**config.mk**
```make
export PLATFORM = sky130hd
export DESIGN_NAME = key_debouncer_flat
export DESIGN_NICKNAME = d
export VERILOG_FILES = /design/src/rtl/key_debouncer_pkg.sv /design/src/rtl/key_debouncer_if.sv /design/src/rtl/input_synchronizer.sv /design/src/rtl/key_debouncer.sv /design/src/flat_wrapper.sv
export SDC_FILE = /design/constraint.sdc
export NUM_CORES = 1
export LEC_CHECK = 0
export CAP_MARGIN = 10
export CORE_MARGIN = 8
export CORE_UTILIZATION = 61
export CTS_CLUSTER_DIAMETER = 200
export DETAILED_ROUTE_END_ITERATION = 12
export PLACE_DENSITY_LB_ADDON = 0.05
export SYNTH_ARGS = -nofsm -noshare
export SYNTH_HDL_FRONTEND = slang
export SYNTH_SLANG_ARGS = --single-unit
```
**constraint.sdc**
```tcl
create_clock -name clock -period 2.8 [get_ports clock]
set_input_delay 0.56 -clock clock [delete_from_list [all_inputs] [get_ports clock]]
set_output_delay 0.56 -clock clock [all_outputs]
set_load 0.01 [all_outputs]
```
**src/rtl/key_debouncer_pkg.sv**
```systemverilog
// key_debouncer_pkg
//   Shared types and default constants for the push-button debouncer.
//   key_state_t : debounce FSM states
//   KEY_*_DEFAULT : default cycle counts (50 MHz system clock)
//   max_int : helper for sizing counters from two parameters
package key_debouncer_pkg;

  typedef enum logic [1:0] {
    RELEASED,
    PRESS_CHECK,
    PRESSED,
    RELEASE_CHECK
  } key_state_t;

  // 20 ms of stable input at 50 MHz
  localparam int KEY_DEBOUNCE_CYCLES_DEFAULT = 1_000_000;
  // 500 ms hold before the first auto-repeat strobe
  localparam int KEY_REPEAT_DELAY_DEFAULT    = 25_000_000;
  // 100 ms between subsequent auto-repeat strobes
  localparam int KEY_REPEAT_PERIOD_DEFAULT   = 5_000_000;

  function automatic int max_int(input int a, input int b);
    return (a > b) ? a : b;
  endfunction

endpackage

```
**src/rtl/key_debouncer_if.sv**
```systemverilog
// key_debouncer_if
//   Groups the key input and the debounced outputs.
//   key_n       : raw active-low push-button (driven by the board side)
//   key_pressed : one-cycle strobe per accepted press
//   key_held    : debounced level, 1 while the key is considered pressed
//   modport master : board/consumer side (drives key_n, reads outputs)
//   modport slave  : debouncer side
interface key_debouncer_if;
  logic key_n;
  logic key_pressed;
  logic key_held;

  modport master (output key_n, input key_pressed, input key_held);
  modport slave  (input key_n, output key_pressed, output key_held);
endinterface

```
**src/rtl/input_synchronizer.sv**
```systemverilog
// input_synchronizer
//   Two-flop synchroniser for asynchronous board inputs, one chain per bit.
//   clock : destination clock
//   reset : synchronous active-high reset, loads RESET_VALUE into both stages
//   din   : asynchronous input bits
//   dout  : synchronised bits (second stage)
module input_synchronizer #(
  parameter int               WIDTH       = 1,
  parameter logic [WIDTH-1:0] RESET_VALUE = '1
) (
  input  logic             clock,
  input  logic             reset,
  input  logic [WIDTH-1:0] din,
  output logic [WIDTH-1:0] dout
);

  for (genvar gi = 0; gi < WIDTH; gi++) begin : g_sync
    logic s1_reg;
    logic s2_reg;

    always_ff @(posedge clock) begin
      if (reset) begin
        s1_reg <= RESET_VALUE[gi];
        s2_reg <= RESET_VALUE[gi];
      end else begin
        s1_reg <= din[gi];
        s2_reg <= s1_reg;
      end
    end

    assign dout[gi] = s2_reg;
  end

endmodule

```
**src/rtl/key_debouncer.sv**
```systemverilog
// key_debouncer
//   Synchronises and debounces the inverted manual-clock push-button and
//   produces a one-cycle press strobe plus a debounced held level.
//   clock  : system clock, all state changes on its rising edge
//   reset  : synchronous active-high reset
//   key_if : slave side of key_debouncer_if (key_n in, key_pressed/key_held out)
//   Optional build macro KEY_DEBOUNCER_AUTOREPEAT_EN adds auto-repeat strobes
//   while the key stays pressed (first after REPEAT_DELAY cycles, then every
//   REPEAT_PERIOD cycles).
module key_debouncer
  import key_debouncer_pkg::*;
#(
  parameter int DEBOUNCE_CYCLES = KEY_DEBOUNCE_CYCLES_DEFAULT,
  parameter int REPEAT_DELAY    = KEY_REPEAT_DELAY_DEFAULT,
  parameter int REPEAT_PERIOD   = KEY_REPEAT_PERIOD_DEFAULT
) (
  input logic            clock,
  input logic            reset,
  key_debouncer_if.slave key_if
);

  localparam int                CNT_W    = $clog2(DEBOUNCE_CYCLES);
  localparam logic [CNT_W-1:0]  CNT_LAST = CNT_W'(DEBOUNCE_CYCLES - 1);

  logic             key_n_sync;
  key_state_t       state_reg, state_next;
  logic [CNT_W-1:0] cnt_reg, cnt_next;
  logic             pressed_reg, pressed_next;
  logic             held_reg, held_next;
  logic             accept_press;

  // Released (1) is the safe idle value, so a key held through reset is
  // seen as a fresh press once reset lifts.
  input_synchronizer #(
    .WIDTH       (1),
    .RESET_VALUE (1'b1)
  ) u_key_sync (
    .clock (clock),
    .reset (reset),
    .din   (key_if.key_n),
    .dout  (key_n_sync)
  );

  always_ff @(posedge clock) begin
    if (reset) begin
      state_reg   <= RELEASED;
      cnt_reg     <= '0;
      pressed_reg <= 1'b0;
      held_reg    <= 1'b0;
    end else begin
      state_reg   <= state_next;
      cnt_reg     <= cnt_next;
      pressed_reg <= pressed_next;
      held_reg    <= held_next;
    end
  end

  always_comb begin
    state_next   = state_reg;
    cnt_next     = cnt_reg;
    accept_press = 1'b0;
    case (state_reg)
      RELEASED: begin
        if (!key_n_sync) begin
          state_next = PRESS_CHECK;
          cnt_next   = '0;
        end
      end
      PRESS_CHECK: begin
        if (key_n_sync) begin
          state_next = RELEASED;        // bounce: drop it silently
        end else if (cnt_reg == CNT_LAST) begin
          state_next   = PRESSED;
          accept_press = 1'b1;
        end else begin
          cnt_next = cnt_reg + 1'b1;
        end
      end
      PRESSED: begin
        if (key_n_sync) begin
          state_next = RELEASE_CHECK;
          cnt_next   = '0;
        end
      end
      RELEASE_CHECK: begin
        if (!key_n_sync) begin
          state_next = PRESSED;         // glitch while held: no new strobe
        end else if (cnt_reg == CNT_LAST) begin
          state_next = RELEASED;
        end else begin
          cnt_next = cnt_reg + 1'b1;
        end
      end
      default: begin
        state_next = RELEASED;
        cnt_next   = '0;
      end
    endcase
    held_next = (state_next == PRESSED) || (state_next == RELEASE_CHECK);
  end

`ifdef KEY_DEBOUNCER_AUTOREPEAT_EN
  localparam int RPT_W = $clog2(max_int(REPEAT_DELAY, REPEAT_PERIOD) + 1);

  logic [RPT_W-1:0] rpt_cnt_reg, rpt_cnt_next;
  logic             rpt_first_reg, rpt_first_next;
  logic [RPT_W-1:0] rpt_limit;
  logic             rpt_fire;

  always_ff @(posedge clock) begin
    if (reset) begin
      rpt_cnt_reg   <= '0;
      rpt_first_reg <= 1'b1;
    end else begin
      rpt_cnt_reg   <= rpt_cnt_next;
      rpt_first_reg <= rpt_first_next;
    end
  end

  // The counter only advances while the key stays in PRESSED; it holds its
  // value through RELEASE_CHECK so a short glitch does not restart the delay.
  always_comb begin
    rpt_cnt_next   = rpt_cnt_reg;
    rpt_first_next = rpt_first_reg;
    rpt_fire       = 1'b0;
    rpt_limit      = rpt_first_reg ? RPT_W'(REPEAT_DELAY - 1) : RPT_W'(REPEAT_PERIOD - 1);
    if (accept_press) begin
      rpt_cnt_next   = '0;
      rpt_first_next = 1'b1;
    end else if (state_reg == PRESSED && state_next == PRESSED) begin
      if (rpt_cnt_reg == rpt_limit) begin
        rpt_fire       = 1'b1;
        rpt_cnt_next   = '0;
        rpt_first_next = 1'b0;
      end else begin
        rpt_cnt_next = rpt_cnt_reg + 1'b1;
      end
    end
  end

  assign pressed_next = accept_press | rpt_fire;
`else
  // Repeat timing parameters have no effect in this build.
  logic [31:0] unused_repeat_cfg;
  assign unused_repeat_cfg = 32'(REPEAT_DELAY + REPEAT_PERIOD);
  assign pressed_next      = accept_press;
`endif

  assign key_if.key_pressed = pressed_reg;
  assign key_if.key_held    = held_reg;

endmodule

```
**src/flat_wrapper.sv**
```systemverilog
// flat-port wrapper written by rule: the top's interface ports become plain ports
module key_debouncer_flat import key_debouncer_pkg::*;
#(
  parameter int DEBOUNCE_CYCLES = KEY_DEBOUNCE_CYCLES_DEFAULT,
  parameter int REPEAT_DELAY    = KEY_REPEAT_DELAY_DEFAULT,
  parameter int REPEAT_PERIOD   = KEY_REPEAT_PERIOD_DEFAULT
)
  (clock, reset, key_if_key_n, key_if_key_pressed, key_if_key_held);
  key_debouncer_if key_if_i ();
  input logic clock;
  input logic reset;
  input wire logic [$bits(key_if_i.key_n)-1:0] key_if_key_n;
  output wire logic [$bits(key_if_i.key_pressed)-1:0] key_if_key_pressed;
  output wire logic [$bits(key_if_i.key_held)-1:0] key_if_key_held;
  assign key_if_i.key_n = key_if_key_n;
  assign key_if_key_pressed = key_if_i.key_pressed;
  assign key_if_key_held = key_if_i.key_held;
  key_debouncer #(.DEBOUNCE_CYCLES(DEBOUNCE_CYCLES), .REPEAT_DELAY(REPEAT_DELAY), .REPEAT_PERIOD(REPEAT_PERIOD)) u_core (.clock(clock), .reset(reset), .key_if(key_if_i));
endmodule
```
Word level (Yosys, flattened, before mapping)
Cells that the tools add are included.

operators by class
  reductions and logical operators = 4
  mux-type cells = 14
  bitwise logic cells = 1
  equal/unequal tests = 10
  add/subtract/negate cells = 1

operator list
  operator                                                               number
  20-bit two-way mux                                                     5
  20-bit case mux with 4 select lines                                    1
  20-bit by 1-bit adder with 20-bit output, second input constant        1
  20-bit equality test, second input constant                            1
  2-bit two-way mux                                                      6
  2-bit equality test, second input constant                             4
  2-bit inequality test, second input constant                           4
  2-bit case mux with 4 select lines                                     1
  4-bit AND reduction                                                    1
  3-bit OR reduction                                                     1
  2-bit by 1-bit equality test with 1-bit output, second input constant  1
  2-bit zero test                                                        1
  1-bit logical OR                                                       1
  1-bit two-way mux                                                      1
  1-bit inverter                                                         1

word-level totals
  output and inout port bits = 2
  word-level logic and storage cells = 36
  bits in registers = 26
  input port bits = 3

Logic depth before layout (Yosys ltp)
Gate-level depths: netlist of run 1.

  depth after elaboration = 6
  depth in mapped cells = 6
  depth with buffers taken out = 6

By module
A second synthesis of run 1 with hierarchy kept.

unflattened totals
  cells, all modules = 159
  area total of the unflattened synthesis = 1302.5 um^2

by module, submodules not included
  module              cells each  sequential area each (um^2)  instances  area each (um^2)
  key_debouncer       155         460.4                        1          1249.9
  input_synchronizer  4           40.0                         1          52.6

Least setup slack after synthesis of run 1
OpenSTA, ideal clock, no wires.

  path kind = input to register
  start point = input reset
  end point = register u_core.cnt_reg[3]
  required time = 2.741 ns
  setup time = 0.059 ns
  arrival time = 1.582 ns
  path slack = 1.159 ns
  stages = 5
  path buffers = 2
  cell sequence = clkbuf_1 > a21o_1 > buf_2 > or4_1 > nand2_1

RTL lines
  element               RTL line             source
  from (decl)           flat_wrapper.sv:11   input logic reset;
  to (signal assigned)  key_debouncer.sv:52  cnt_reg <= cnt_next;
  to (decl)             key_debouncer.sv:27  logic [CNT_W-1:0] cnt_reg, cnt_next;

Worst setup path in the final report of run 1
  start point = register u_core.cnt_reg[0]
  end point = register u_core.cnt_reg[18]

between the ends
  longest elaborated chain between the ends = 4
  elaborated cells between the ends (all ways) = 6
  those cells by class = add/sub (1); eq/ne (1); mux (4)

RTL lines
  element                                                                           RTL line                                  source
  20-bit by 1-bit adder with 20-bit output or 20-bit equality test (tied branches)  n/a
  20-bit two-way mux (*)                                                            key_debouncer.sv:72, key_debouncer.sv:88
  20-bit two-way mux, on equally long branches                                      key_debouncer.sv:86, key_debouncer.sv:70
  20-bit case mux with 4 select lines (*)                                           key_debouncer.sv:62                       case (state_reg)

Every way passes the cells marked *; elsewhere a longest branch is shown, timed or not. The select of a mux whose other input is x is not followed.
A chain may end at the register's enable or synchronous reset.

==> impl_metrics.toml, run 1 <==
[floorplan]
initial_core_util_pct = 65.07
die_w_um = 58.92
core_area_sq_um = 1727
die_h_um = 58.92
dieArea_sq_um = 3471
placement_rows = 15
ios = 5

[cells_and_area]
num-fill-cells = 145
commonest_cells_after_routing_fill_and_taps_aside = "dfxtp_1 (26), nor2_1 (20), xor2_1 (13), nand2_1 (11)"
cell_area_after_layout_sq_um = 1226
antennaDiodeCount = 0
largest_reg_flops = 20
layout.cells.most_common = "dfxtp_1"
final_nets = 140
drive_above_1_share_pct = 5.926
area_delta_synth_final_pct = 9.132

[worst_setup_path]
setup.worst_path.end_class = "flop"
timing.setup.critical_path_class = "reg2reg"
cp-start-kind = "flop"
critical_path_peak_fanout = 6
critical_path_required_ps = 3010
worstPathArrival_ps = 2170
worst-r2r-cell-count = 6

[global_route]
grtUsageTotal_pct = 13.63
grt_pass1_wl_mm = 3.753
grt_start_max_net_pins = 18
global_route.overflow_total = 0
number_of_global_route_vias_before_repair = 890
initial_antenna_violation_count = 0

[cts]
postCtsHoldBufs = 0
htreeDepth = 1
post-cts-setup-buffer-count = 0
cts_sinks = 26
total_cts_buffers = 3
clock-root-buffer = "clkbuf_4"
number_of_gates_resized_after_cts = 0
ctsLongestPathBuffers = 2
cts_tree = "done"
clk_latency_ps = 310
cts.clk_slew.worst_paths_ps = 130

[placed_design]
dpl.hpwl_mm = 1.552
placed_cell_area_sq_um = 1190
gp_congestion = 0.8408
buffer_ports.inserted = 4

[detailed_routing]
wl_per_cell_um = 13.43
routed_wirelength_mm = 2.149
drt-vias-per-instance = 5.819
route.met2.wl_mm = 1.027
topRoutingLayerUsed = "met4"
route.antenna.remaining_nets = 0
dr_total_vias = 931
drt_first_iter_violations = 25
routedLengthMet1_um = 980
drc = 0
routed-wl-met3_um = 123
first_pass_iters = 4

[sta]
min_period_over_period_pct = 69.90
slew_viol_final = 0
setup-tns-final_ps = 0
timing_worst_slew_pin_value_ps = 775.7
clock-skew-final_ps = 1.770
setup_violations = 0
final-hold-violation-count = 0
finalCriticalPeriod_ps = 1957
timing.max_slew.rel_slack_pct = 47.89
grt_setup_unrepaired = "false"
maxClockFrequency_mhz = 510.9

[job]
timing.max_cap.violations = 0

[logic_synthesis]
yosys_warnings = 0
postSynthCellCount = 129
synth_seq_cells = 26
syn_area_sq_um = 1124
register_area_share_after_synthesis_pct = 46.33
number_of_library_cell_types_mapped_by_synthesis = 29
synth.avg_cell_area_sq_um = 8.710
postSynthNetCount = 133

[hold_path]
hold_path_class = "reg2reg"
timing.hold.worst_path_depth = 1

[power]
max-vdd-ir-drop_mv = 0.3504
power.leakage_nw = 0.4074
power.density_cell_area_nw_per_um2 = 466.8

[run_status]
outcome = "finished clean"
-- metrics by stage --
stage	utilization, %	power, mW	instances	setup slack, ps	hold slack (ps)
3_5_place_dp	68.91	0.3988	156	824.0	406.2
5_1_grt	71.01	0.5929	160	687.7	447.9
2_1_floorplan	-	0.3925	129	1159	389.5
6_report	71.01	0.5723	160	842.8	432.0
3_3_place_gp	68.91	0.3983	156	852.3	391.3
4_1_cts	71.01	0.5781	160	873.2	436.8
-- final cells by class --
cell class	count	area, sq um	area share (%)
Multi-Input combinational cell	97	579.3	47.24
Sequential cell	26	520.5	42.45
Timing Repair Buffer	5	47.55	3.878
Clock buffer	4	36.28	2.959
Tap cell	25	31.28	2.551
Inverter	3	11.26	0.9184
-- path summary, 6_finish.rpt --
| kind | start | to | slack [ps] |
|---|---|---|---|
| min reg2reg | u_core.u_key_sync.g_sync[0].s1_reg$_SDFF_PP1_ | u_core.u_key_sync.dout$_SDFF_PP1_ | 430 |
| max reg2reg | u_core.cnt_reg[0]$_SDFFE_PP0P_ | u_core.cnt_reg[18]$_SDFFE_PP0P_ | 840 |
| max | u_core.cnt_reg[0]$_SDFFE_PP0P_ | u_core.cnt_reg[18]$_SDFFE_PP0P_ | 840 |
| min | u_core.u_key_sync.g_sync[0].s1_reg$_SDFF_PP1_ | u_core.u_key_sync.dout$_SDFF_PP1_ | 430 |
-- power breakdown --
part | leakage [nW] | internal [mW] | switching [mW] | total [mW]
Combinational | 0.177 | 0.00654 | 0.0110 | 0.0176
Clock | 0.0210 | 0.0794 | 0.102 | 0.182
Sequential | 0.210 | 0.372 | 0.00151 | 0.373
-- cells by family after synthesis --
family,share of synthesized area [%]
XOR/XNOR,13.25
AO/OA/AOI/OAI,7.573
flip-flops,46.33
adder cells (fa/ha/maj),1.113
buffers and inverters,2.115
AND/OR/NAND/NOR,29.62
-- synthesized netlist by cell type --
cell type | n | share of area, %
o21ai_2 | 1 | 0.78
nand2_1 | 11 | 3.7
nor4b_1 | 2 | 1.6
or4_1 | 2 | 1.3
ha_1 | 1 | 1.1
and3_1 | 2 | 1.1
o2111ai_1 | 1 | 0.78
nand4_1 | 7 | 3.9
xor2_1 | 13 | 10
xnor2_1 | 4 | 3.1
o31ai_1 | 1 | 0.67
nor4bb_1 | 1 | 0.89
clkbuf_1 | 1 | 0.33
a21o_1 | 1 | 0.67
buf_2 | 1 | 0.45
or2_2 | 2 | 1.1
or3_1 | 3 | 1.7
nor4_1 | 1 | 0.56
o211ai_1 | 1 | 0.67
buf_1 | 1 | 0.33
inv_1 | 3 | 1.0
nand3_1 | 7 | 3.1
dfxtp_1 | 26 | 46
o21ai_0 | 3 | 1.3
nor2_1 | 20 | 6.7
nand4bb_1 | 1 | 1.0
a21oi_1 | 6 | 2.7
nor3_1 | 5 | 2.2
and4_1 | 1 | 0.78
-- critical path, cell delays in order, from the launching register on --
cell     delay, ps
dfxtp_1        440
ha_1           210
nand3_1        150
nor3_1         630
nand4_1        190
xor2_1         190
nor2_1          60
-- routing by layer --
metal	track usage (%)	vias up
met4	7.167	0
met2	23.05	36
li1	-	464
met1	16.14	427
met3	1.957	4
met5	0	-
No activity file was read; power rests on OpenSTA's default activity.
==> inputs of run 2 (changes only) <==
--- a/config.mk
+++ b/config.mk
@@ -7,7 +7,7 @@
 export LEC_CHECK = 0
 export CAP_MARGIN = 10
 export CORE_MARGIN = 8
-export CORE_UTILIZATION = 61
+export CORE_UTILIZATION = 52
 export CTS_CLUSTER_DIAMETER = 200
 export DETAILED_ROUTE_END_ITERATION = 12
 export PLACE_DENSITY_LB_ADDON = 0.05
==> constraint.sdc (replaced) <==
create_clock -name clock -period 1.6 [get_ports clock]
set_input_delay 0.32 -clock clock [delete_from_list [all_inputs] [get_ports clock]]
set_output_delay 0.32 -clock clock [all_outputs]
set_load 0.01 [all_outputs]
==> run 2 against run 1 <==
Effect of this change: the flow now finishes with violations (negative setup slack); first-iteration DRC count rose to 3.2 times the previous value; clock skew up 14 ps; worst hold slack worse by 0.81 ps; maximum frequency up 18%; die area up 12%; critical path type unchanged; largest cell class unchanged; highest routed layer unchanged.
==> impl_metrics.toml, run 2 (synthesis gave the netlist of run 1 again) <==
[detailed_routing]
routed_wirelength_mm = 3.061
dr_total_vias = 1105
drt_first_iter_violations = 80
drt-vias-per-instance = 5.609
first_pass_iters = 4
wl_per_cell_um = 15.54
drc = 0
route.antenna.remaining_nets = 0

[sta]
timing.max_slew.rel_slack_pct = 73.48
setup-tns-final_ps = -232.4
setup_violations = 6
setup_slack_ps = -55.37
final-hold-violation-count = 0
finalCriticalPeriod_ps = 1655
slew_viol_final = 0
timing_worst_slew_pin_value_ps = 397.5
grt_setup_unrepaired = "true"
maxClockFrequency_mhz = 604.1
clock-skew-final_ps = 15.29
min_period_over_period_pct = 103.5
hold_ws_ps = 431.2

[worst_setup_path]
critical_path_peak_fanout = 3
setup.worst_path.end_class = "flop"
worstPathArrival_ps = 1910
worst-r2r-setup-slack_ps = -60
cp-start-kind = "flop"
timing.setup.critical_path_class = "reg2reg"
critical_path_required_ps = 1850

[power]
sw_frac_of_total_pct = 20.19
max-vdd-ir-drop_mv = 0.5895
power.density_cell_area_nw_per_um2 = 675.4
power.leakage_nw = 0.6789
power.share.clock_pct = 39.4
net-switching-power_uw = 234.3
p_seq_share_pct = 56.2
p_int_uw = 926.0
power_frac_comb_pct = 4.4

[cells_and_area]
drive_above_1_share_pct = 39.64
area_delta_synth_final_pct = 52.90
antennaDiodeCount = 0
commonest_cells_after_routing_fill_and_taps_aside = "buf_4 (30), nor2_1 (20), dfxtp_1 (20), xor2_1 (12), nand2_1 (11)"
layout.cells.most_common = "buf_4"
num-fill-cells = 139
final_nets = 174
largest_reg_flops = 20

[run_status]
violated_checks = "negative setup slack"
outcome = "finished with violations"

[cts]
total_cts_buffers = 3
cts_tree = "done"
htreeDepth = 1
clock-root-buffer = "clkbuf_4"
cts.clk_slew.worst_paths_ps = 150
postCtsHoldBufs = 0
ctsLongestPathBuffers = 2
cts_sinks = 26
clk_latency_ps = 330

[job]
timing.max_cap.violations = 0

[floorplan]
ios = 5
placement_rows = 17
initial_core_util_pct = 52.82
die_w_um = 62.49
dieArea_sq_um = 3904
die_h_um = 62.49
core_area_sq_um = 2127

[global_route]
grt_most_used_layer = "met2"
grt_pass1_wl_mm = 4.464
use_met2_pct = 22.12
grtUsageMet1_pct = 17.15
grtUsageTotal_pct = 13.70
global_route.overflow_total = 0
grt_use_met3_pct = 2.688
initial_antenna_violation_count = 0
grt_start_max_net_pins = 18
number_of_global_route_vias_before_repair = 1017

[placed_design]
gp_congestion = 0.8338
dpl.hpwl_mm = 1.755
buffer_ports.inserted = 4

[hold_path]
hold_path_class = "reg2reg"
run 2: cell types whose count changed in the layout (fill, tap and decap cells not counted), sizes merged:
cell | previous run | this run
clkbuf | 4 | 3
bufinv | 0 | 1
buf | 1 | 35
run 2: metrics by stage:
stage / utilization, % / power [mW] / setup slack [ps] / instance area, sq um / std cells
floorplan: - / 0.6869 / 42.41 / 1124 / 129
global placement: 65.29 / 0.7070 / -112.4 / 1389 / 185
detailed placement: 65.29 / 0.7078 / -182.4 / 1389 / 185
CTS: 71.12 / 1.154 / -4.084 / 1513 / 191
global route: 80.76 / 1.195 / -172.6 / 1718 / 197
finish: 80.76 / 1.160 / -55.37 / 1718 / 197
run 2: power by group through the flow:
| stage | logic, mW | clock network (mW) | registers, mW |
|---|---|---|---|
| final | 0.0512 | 0.457 | 0.652 |
| after global routing | 0.0547 | 0.488 | 0.652 |
| after CTS | 0.0415 | 0.460 | 0.653 |
| after detailed placement | 0.0408 | 0 | 0.667 |
| after global placement | 0.0400 | 0 | 0.667 |
| after floorplan | 0.0203 | 0 | 0.667 |
run 2: critical path, cell delays in order (launching register included):
cell and delay [ps]:
dfxtp_1 400, and3_1 320, nand4_1 200, or3_4 440, a21oi_2 170, nor2_1 50
run 2: final timing paths:
check,from,to,cells after the start
min reg2reg,u_core.u_key_sync.g_sync[0].s1_reg$_SDFF_PP1_,u_core.u_key_sync.dout$_SDFF_PP1_,1
max,u_core.cnt_reg[17]$_SDFFE_PP0P_,u_core.key_if.key_held$_SDFF_PP0_,5
max reg2reg,u_core.cnt_reg[17]$_SDFFE_PP0P_,u_core.key_if.key_held$_SDFF_PP0_,5
min,u_core.u_key_sync.g_sync[0].s1_reg$_SDFF_PP1_,u_core.u_key_sync.dout$_SDFF_PP1_,1
run 2: layout make-up:
type                    instances  area, sq um  area share [%]
clock buffers                   3        22.52           1.311
repair buffers                 39        321.6           18.72
inverters                       3        11.26          0.6555
multi-input cells              97        764.5           44.50
flip-flops and latches         26        533.0           31.03
well taps                      28        35.03           2.039
clock inverters                 1        30.03           1.748
run 2: repair_timing:
action | 4_1_cts | 5_1_grt
endpoints found under the setup margin | 21 | 21
gates cloned | 0 | 0
pin swaps | 3 | 10
buffers inserted | 2 | 6
resized for setup | 10 | 32
run 2: per-layer routing:
| metal | share of wire, % | wire length, um |
|---|---|---|
| met2 | 48 | 1476 |
| met3 | 3.6 | 110 |
| met4 | 2.9 | 89 |
| met5 | 0 | 0 |
| met1 | 45 | 1385 |
==> inputs of run 3 (changes only) <==
--- a/config.mk
+++ b/config.mk
@@ -11,6 +11,7 @@
 export CTS_CLUSTER_DIAMETER = 200
 export DETAILED_ROUTE_END_ITERATION = 12
 export PLACE_DENSITY_LB_ADDON = 0.05
+export SKIP_CTS_REPAIR_TIMING = 1
 export SYNTH_ARGS = -nofsm -noshare
 export SYNTH_HDL_FRONTEND = slang
 export SYNTH_SLANG_ARGS = --single-unit
==> run 3 against run 2 <==
Effect of this change: the run still ends with negative setup slack left; flip-flop and latch count is the same; worst hold slack improved by 3.9 ps; die area unchanged; worst setup slack better by 16 ps; core utilization is 1.5 points lower; global-route usage is 1.0 points lower; critical path type unchanged; critical endpoint is now u_core.cnt_reg[9]$_SDFFE_PP0P_; largest power group unchanged.
==> impl_metrics.toml, run 3 (synthesis gave the netlist of run 1 again) <==
[worst_setup_path]
worst-r2r-cell-count = 7
worst_r2r_startpoint = "u_core.cnt_reg[1]$_SDFFE_PP0P_"
timing.setup.critical_path_class = "reg2reg"
worst-r2r-setup-slack_ps = -40
critical_path_peak_fanout = 6
critical_path_required_ps = 1830
worstPathArrival_ps = 1870
capture_instance_of_the_worst_register_to_register_path = "u_core.cnt_reg[9]$_SDFFE_PP0P_"
setup.worst_path.end_class = "flop"
cp-start-kind = "flop"

[cts]
cts_tree = "done"
total_cts_buffers = 3
ctsLongestPathBuffers = 2
cts.clk_slew.worst_paths_ps = 170
htreeDepth = 1
cts_sinks = 26
clk_latency_ps = 340
clock-root-buffer = "clkbuf_4"

[sta]
slew_viol_final = 0
setup_violations = 4
min_period_over_period_pct = 102.5
clock-skew-final_ps = 23.71
timing_worst_slew_pin_value_ps = 378.9
timing.max_slew.rel_slack_pct = 74.72
grt_setup_unrepaired = "true"
setup_slack_ps = -39.49
finalCriticalPeriod_ps = 1639
setup-tns-final_ps = -105.9
final-hold-violation-count = 0
maxClockFrequency_mhz = 609.9

[cells_and_area]
seq_area_sq_um = 538.0
drive_above_1_share_pct = 39.88
cell_area_after_layout_sq_um = 1685
area_delta_synth_final_pct = 50.00
commonest_cells_after_routing_fill_and_taps_aside = "buf_4 (30), nor2_1 (20), dfxtp_1 (18), xor2_1 (12), nand2_1 (9)"
multi_input_area_sq_um = 738.2
antennaDiodeCount = 0
layout.cells.most_common = "buf_4"
largest_reg_flops = 20
final_nets = 173
num-fill-cells = 146

[floorplan]
dieArea_sq_um = 3904
core_area_sq_um = 2127
ios = 5
placement_rows = 17
die_w_um = 62.49
die_h_um = 62.49
initial_core_util_pct = 52.82

[detailed_routing]
drt_first_iter_violations = 41
routed_wirelength_mm = 3.075
drt-vias-per-instance = 5.413
first_pass_iters = 4
drc = 0
wl_per_cell_um = 15.69
route.antenna.remaining_nets = 0
dr_total_vias = 1061

[hold_path]
hold_path_startpoint = "u_core.u_key_sync.g_sync[0].s1_reg$_SDFF_PP1_"
worst_hold_path.endpoint = "u_core.u_key_sync.dout$_SDFF_PP1_"
hold_path_class = "reg2reg"
timing.hold.worst_path_depth = 1

[power]
max-vdd-ir-drop_mv = 0.6378
power.total_mw = 1.168
power.density_cell_area_nw_per_um2 = 693.1
power.leakage_nw = 0.6762

[placed_design]
buffer_ports.inserted = 4
place_worst_setup_slack_ps = -182.4
dpl.hpwl_mm = 1.755
gp_congestion = 0.8338
placed_cell_area_sq_um = 1389

[global_route]
grtUsageTotal_pct = 12.67
initial_antenna_violation_count = 0
grt_pass1_wl_mm = 4.126
number_of_global_route_vias_before_repair = 976
global_route.overflow_total = 0
grt_start_max_net_pins = 18

[job]
timing.max_cap.violations = 0

[run_status]
outcome = "finished with violations"
violated_checks = "negative setup slack"
## run 3: changes by cell type in the layout (fill, tap and decap cells not counted), sizes merged
cell / change
buf: -1
## run 3: worst max-delay path by stage
stage	start	endpoint	cells past startpoint
5_1_grt	u_core.cnt_reg[1]$_SDFFE_PP0P_	u_core.cnt_reg[11]$_SDFFE_PP0P_	6
4_1_cts	u_core.cnt_reg[1]$_SDFFE_PP0P_	u_core.cnt_reg[19]$_SDFFE_PP0P_	6
3_3_place_gp	u_core.cnt_reg[1]$_SDFFE_PP0P_	u_core.cnt_reg[19]$_SDFFE_PP0P_	6
3_5_place_dp	u_core.cnt_reg[1]$_SDFFE_PP0P_	u_core.cnt_reg[19]$_SDFFE_PP0P_	6
2_1_floorplan	u_core.cnt_reg[13]$_SDFFE_PP0P_	u_core.key_if.key_held$_SDFF_PP0_	5
6_report	u_core.cnt_reg[1]$_SDFFE_PP0P_	u_core.cnt_reg[9]$_SDFFE_PP0P_	7
## run 3: layout make-up
| cell class | count | area share, % |
|---|---|---|
| inverters | 3 | 0.6682 |
| clock buffers | 3 | 1.336 |
| flip-flops and latches | 26 | 31.92 |
| clock inverters | 1 | 1.782 |
| well taps | 28 | 2.079 |
| multi-input cells | 97 | 43.80 |
| repair buffers | 38 | 18.41 |
## run 3: power breakdown
part / total, mW / internal (mW) / switching [mW]
Sequential: 0.650 / 0.647 / 0.00343
Clock: 0.468 / 0.254 / 0.214
Combinational: 0.0500 / 0.0240 / 0.0261
## run 3: per-layer routing
metal  up-vias  global-route usage [%]  wire length [um]
li1        530                       -                 -
met1       502                   15.70              1350
met2        25                   20.05              1613
met3         4                   2.688                80
met4         0                   6.553                31
met5         -                       0                 0
## run 3: stage by stage
step	std cells	hold WS, ps	utilization (%)
after global placement	185	393.5	65.29
final	196	435.1	79.24
after CTS	189	431.7	67.76
after global routing	196	447.8	79.24
after detailed placement	185	397.5	65.29
after floorplan	129	389.5	-
## run 3: worst max-delay path, stage by stage (launching register included)
cell     delay, ps
dfxtp_2        400
buf_6          120
nand4_1        220
nor3_4         390
buf_4          180
nand2_2         50
xor2_1         130
nor2_1          50
==> RTL change 1, RTL diff (settings of run 3) <==
Set the package constant `KEY_DEBOUNCE_CYCLES_DEFAULT` to 500_000 (it was 1_000_000).
--- a/src/rtl/key_debouncer_pkg.sv
+++ b/src/rtl/key_debouncer_pkg.sv
@@ -13,7 +13,7 @@
   } key_state_t;
 
   // 20 ms of stable input at 50 MHz
-  localparam int KEY_DEBOUNCE_CYCLES_DEFAULT = 1_000_000;
+  localparam int KEY_DEBOUNCE_CYCLES_DEFAULT = 500_000;
   // 500 ms hold before the first auto-repeat strobe
   localparam int KEY_REPEAT_DELAY_DEFAULT    = 25_000_000;
   // 100 ms between subsequent auto-repeat strobes
Function: no difference found for any inputs over 10 cycles, from zero or initial values and one cycle with reset high; that may be too few to reach the edited logic, so the function may still have changed.
==> RTL change 1 against run 3 <==
Core utilization is 9.6 points lower; clock skew is 0.015 ns lower; routed wire length is 20% lower; total power is 18% lower; setup slack better by 0.12 ns; via count is 6.7% lower; maximum frequency is 7.7% higher; synthesized area is 4.6% higher; sequential cell count is 1 lower; final area is 10% lower.
==> RTL change 1: results (changes against run 3) <==
| Metric | Value |
|---|---|
| Status | `completed (was finished with violations)` |
| Most instantiated cells after synthesis | `dfxtp_1, nor2_1, xor2_1, nand3_1, nand2_1 (was dfxtp_1, nor2_1, xor2_1, nand2_1)` |
| P_leak | `0.5429 nW (was 0.6762 nW)` |
| Routability-driven placement congestion ratio | `0.8186 (was 0.8338)` |
| Clk buf depth | `2 (unchanged)` |
| Register area share after synthesis | `0.4260 (was 0.4633)` |
| Post-DP HPWL | `1769 µm (was 1755 µm)` |
| Count of cell types in the netlist | `35 (was 29)` |
| Wire length per cell | `13.58 µm (was 15.69 µm)` |
| Fin nets | `157 (was 173)` |
| Slowest stage delay, CP | `0.42 ns (was 0.40 ns)` |
| CP max FO | `4 (was 6)` |
| Syn Nets | `128 (was 133)` |
| Clock root cell | `clkbuf_4 (unchanged)` |
| Worst IR Drop VDD | `0.5830 mV (was 0.6378 mV)` |
| Register clock-pin slew on the reported worst setup and hold paths | `0.13 ns (was 0.17 ns)` |
| Largest cells by area after synthesis | `dfxtp_1, xor2_1, nor2_1, and4_1, nand3_1 (was dfxtp_1, xor2_1, nor2_1, nand4_1, nand2_1)` |
| Worst Clk Skew | `0.009088 ns (was 0.02371 ns)` |
| Diode count | `0 (unchanged)` |
| Relative slew margins | `0.7653 (was 0.7472)` |
| DR iter-0 viols | `31 (was 41)` |
| Vias in the first global route | `963 (was 976)` |
| Tot GR Track Use | `0.1246 (was 0.1267)` |
| Place WS | `0.001838 ns (was -0.1824 ns)` |
| CP max stage cell | `dfxtp_1 (was dfxtp_2)` |
| Max reg flops | `19 (was 20)` |
| First-pass GRT wire length | `4174 µm (was 4126 µm)` |
## RTL change 1: cell families (layout without fill, tap and decap cells)
kind of cell | after synthesis | count (layout) | share of synthesized area
flip-flops | 25 | 25 | 0.4260
adder cells (fa/ha/maj) | 1 | 1 | 0.01065
buffers and inverters | 3 | 31 | 0.01064
AND/OR/NAND/NOR | 62 | 62 | 0.3131
XOR/XNOR | 16 | 16 | 0.1352
AO/OA/AOI/OAI | 17 | 17 | 0.1044
## RTL change 1: critical path: cells and delay by family, from the launching register on
kind               cells  cell delay, ns
and+or+nand+nor        4            0.91
DFF                    1            0.42
AOI/OAI and AO/OA      1            0.13
## RTL change 1: layout make-up
| cell class | count | area (µm²) |
|---|---|---|
| Timing Repair Buffer | 26 | 221.5 |
| Sequential cell | 25 | 509.2 |
| Inverter | 1 | 3.754 |
| Tap cell | 28 | 35.03 |
| Clock buffer | 3 | 22.52 |
| Clock inverter | 1 | 5.005 |
| Fill cell | 201 | 659.4 |
| Multi-Input combinational cell | 96 | 713.2 |
## RTL change 1: final timing paths
| path | to | start | depth (start not counted) | slack (ns) |
|---|---|---|---|---|
| worst max-delay path | u_core.cnt_reg[18]$_SDFFE_PP0P_ | u_core.cnt_reg[11]$_SDFFE_PP0P_ | 5 | 0.08 |
| worst min-delay path | u_core.u_key_sync.dout$_SDFF_PP1_ | u_core.u_key_sync.g_sync[0].s1_reg$_SDFF_PP1_ | 1 | 0.43 |
| worst max register to register | u_core.cnt_reg[18]$_SDFFE_PP0P_ | u_core.cnt_reg[11]$_SDFFE_PP0P_ | 5 | 0.08 |
| worst min register to register | u_core.u_key_sync.dout$_SDFF_PP1_ | u_core.u_key_sync.g_sync[0].s1_reg$_SDFF_PP1_ | 1 | 0.43 |
## RTL change 1: where the power goes
| part | leakage [nW] | internal [mW] | switching, mW |
|---|---|---|---|
| registers | 0.205 | 0.626 | 0.00290 |
| clock network | 0.0177 | 0.0939 | 0.193 |
| logic | 0.321 | 0.0234 | 0.0222 |
## RTL change 1: stage by stage
step,cells,power (mW),hold WS [ns]
after floorplan,124,0.6635,0.3895
after global placement,176,0.6867,0.3947
after detailed placement,176,0.6877,0.3984
after CTS,180,0.9698,0.4318
after global routing,180,0.9948,0.4440
final,180,0.9616,0.4281
## RTL change 1: layer usage
metal	up-vias	GRT usage	wire length, µm
li1	508	-	-
met1	456	0.1434	1134
met2	15	0.2041	1148
met3	11	0.02827	73
met4	0	0.07521	89
met5	-	0	0
==> RTL change 2, RTL diff (flow settings as in run 3) <==
Made on the original files. Re-encode `key_state_t` (4 states) as one-hot, 4 bits wide.
--- a/src/rtl/key_debouncer_pkg.sv
+++ b/src/rtl/key_debouncer_pkg.sv
@@ -5,11 +5,11 @@
 //   max_int : helper for sizing counters from two parameters
 package key_debouncer_pkg;
 
-  typedef enum logic [1:0] {
-    RELEASED,
-    PRESS_CHECK,
-    PRESSED,
-    RELEASE_CHECK
+  typedef enum logic [3:0] {
+    RELEASED      = 4'b0001,
+    PRESS_CHECK   = 4'b0010,
+    PRESSED       = 4'b0100,
+    RELEASE_CHECK = 4'b1000
   } key_state_t;
 
   // 20 ms of stable input at 50 MHz
Check against the original RTL: no difference found for any inputs over 10 cycles, from zero or initial values and one cycle with reset high; not proved beyond that.
==> RTL change 2 against run 3 <==
The run still ends with setup timing left; die area is 24% higher; setup slack worse by 0.26 ns; routed wire length increased by 35%; synthesized area increased by 33%; sequential power increased by 8.3%; total power rose by 9.7%; hold slack improved by 0.0061 ns; clock skew is 0.022 ns lower; sequential cell count grew 2; count of clock-buffer cells in the layout stayed put; synthesized cell count increased by 38%; final area is 28% higher; combinational power grew 110%.
==> RTL change 2: results (changes against run 3) <==
| Metric | Value |
|---|---|
| Mean post-synth cell area | `8.400 µm² (was 8.710 µm²)` |
| Status | `finished with violations (unchanged)` |
| Xor/xnor share of the synthesized area | `0.09372 (was 0.1325)` |
| Largest net degree at the start of global routing | `17 (was 18)` |
| Clock-cell share | `0.02433 (was 0.03118)` |
| Worst r2r dst | `u_core.cnt_reg[6]$_SDFFE_PP0P_ (was u_core.cnt_reg[9]$_SDFFE_PP0P_)` |
| Setup violators final | `25 (was 4)` |
| M1 GR Usage | `0.1811 (was 0.1570)` |
| CP max FO | `5 (was 6)` |
| Seq area share | `0.2648 (was 0.3192)` |
| Fin nets | `237 (was 173)` |
| DR iter-0 viols | `108 (was 41)` |
| Mux share of post-synthesis cell area | `0.006695 (was 0)` |
| P_leak | `0.8012 nW (was 0.6762 nW)` |
| First-pass GRT wire length | `6189 µm (was 4126 µm)` |
| Buffering overhead | `0.2289 (was 0.1841)` |
| Vias in the first global route | `1,435 (was 976)` |
| Worst Clk Skew | `0.001379 ns (was 0.02371 ns)` |
| Post-Synthesis Cells | `178 (was 129)` |
| #MultiIn Comb | `133 (was 97)` |
| Failing checks | `setup timing (unchanged)` |
| Complex-gate fraction of the synthesized area | `0.1088 (was 0.07572)` |
| Post-DP HPWL | `2917 µm (was 1755 µm)` |
| Share of layout cells above drive strength 1 | `0.4052 (was 0.3988)` |
| Worst setup margin | `-0.2991 ns (was -0.03949 ns)` |
| Slowest stage delay, CP | `0.53 ns (was 0.40 ns)` |
| Fill cells | `182 (was 146)` |
| Tot GR Track Use | `0.1471 (was 0.1267)` |
| Register area share after synthesis | `0.3749 (was 0.4633)` |
| Critical path required time | `1.85 ns (was 1.83 ns)` |
| Multi-input combinational area share | `0.4537 (was 0.4380)` |
| Most instantiated cells after synthesis | `dfxtp_1, nor2_1, xnor2_1, nand2_1, nor4_1 (was dfxtp_1, nor2_1, xor2_1, nand2_1)` |
| Place WS | `-0.3151 ns (was -0.1824 ns)` |
| Wire length per cell | `15.82 µm (was 15.69 µm)` |
| Switching share of power | `0.2200 (was 0.2087)` |
| Worst R2R Start | `u_core.cnt_reg[16]$_SDFFE_PP0P_ (was u_core.cnt_reg[1]$_SDFFE_PP0P_)` |
| Grt met2 use | `0.2541 (was 0.2005)` |
-- RTL change 2: cell types whose count changed after synthesis, sizes merged, moves of 3 or more --
cell	run 3	this run
xor2	13	0
xnor2	4	16
nor4	1	12
buf	2	7
nor3	5	10
clkbuf	1	4
inv	3	6
nor3b	0	3
-- RTL change 2: through the flow --
stage	utilization	hold WS [ns]	instances
after global routing	0.7899	0.4754	263
after global placement	0.7007	0.4054	250
after CTS	0.7199	0.4546	254
final	0.7899	0.4411	263
after floorplan	-	0.3895	178
after detailed placement	0.7007	0.4095	250
-- RTL change 2: power by group through the flow --
stage                     clock network, mW  logic (mW)  registers [mW]
after detailed placement                  0      0.0837           0.720
after CTS                             0.475      0.0843           0.705
after global routing                  0.502       0.109           0.704
after global placement                    0      0.0803           0.719
final                                 0.475       0.103           0.704
after floorplan                           0      0.0543           0.718
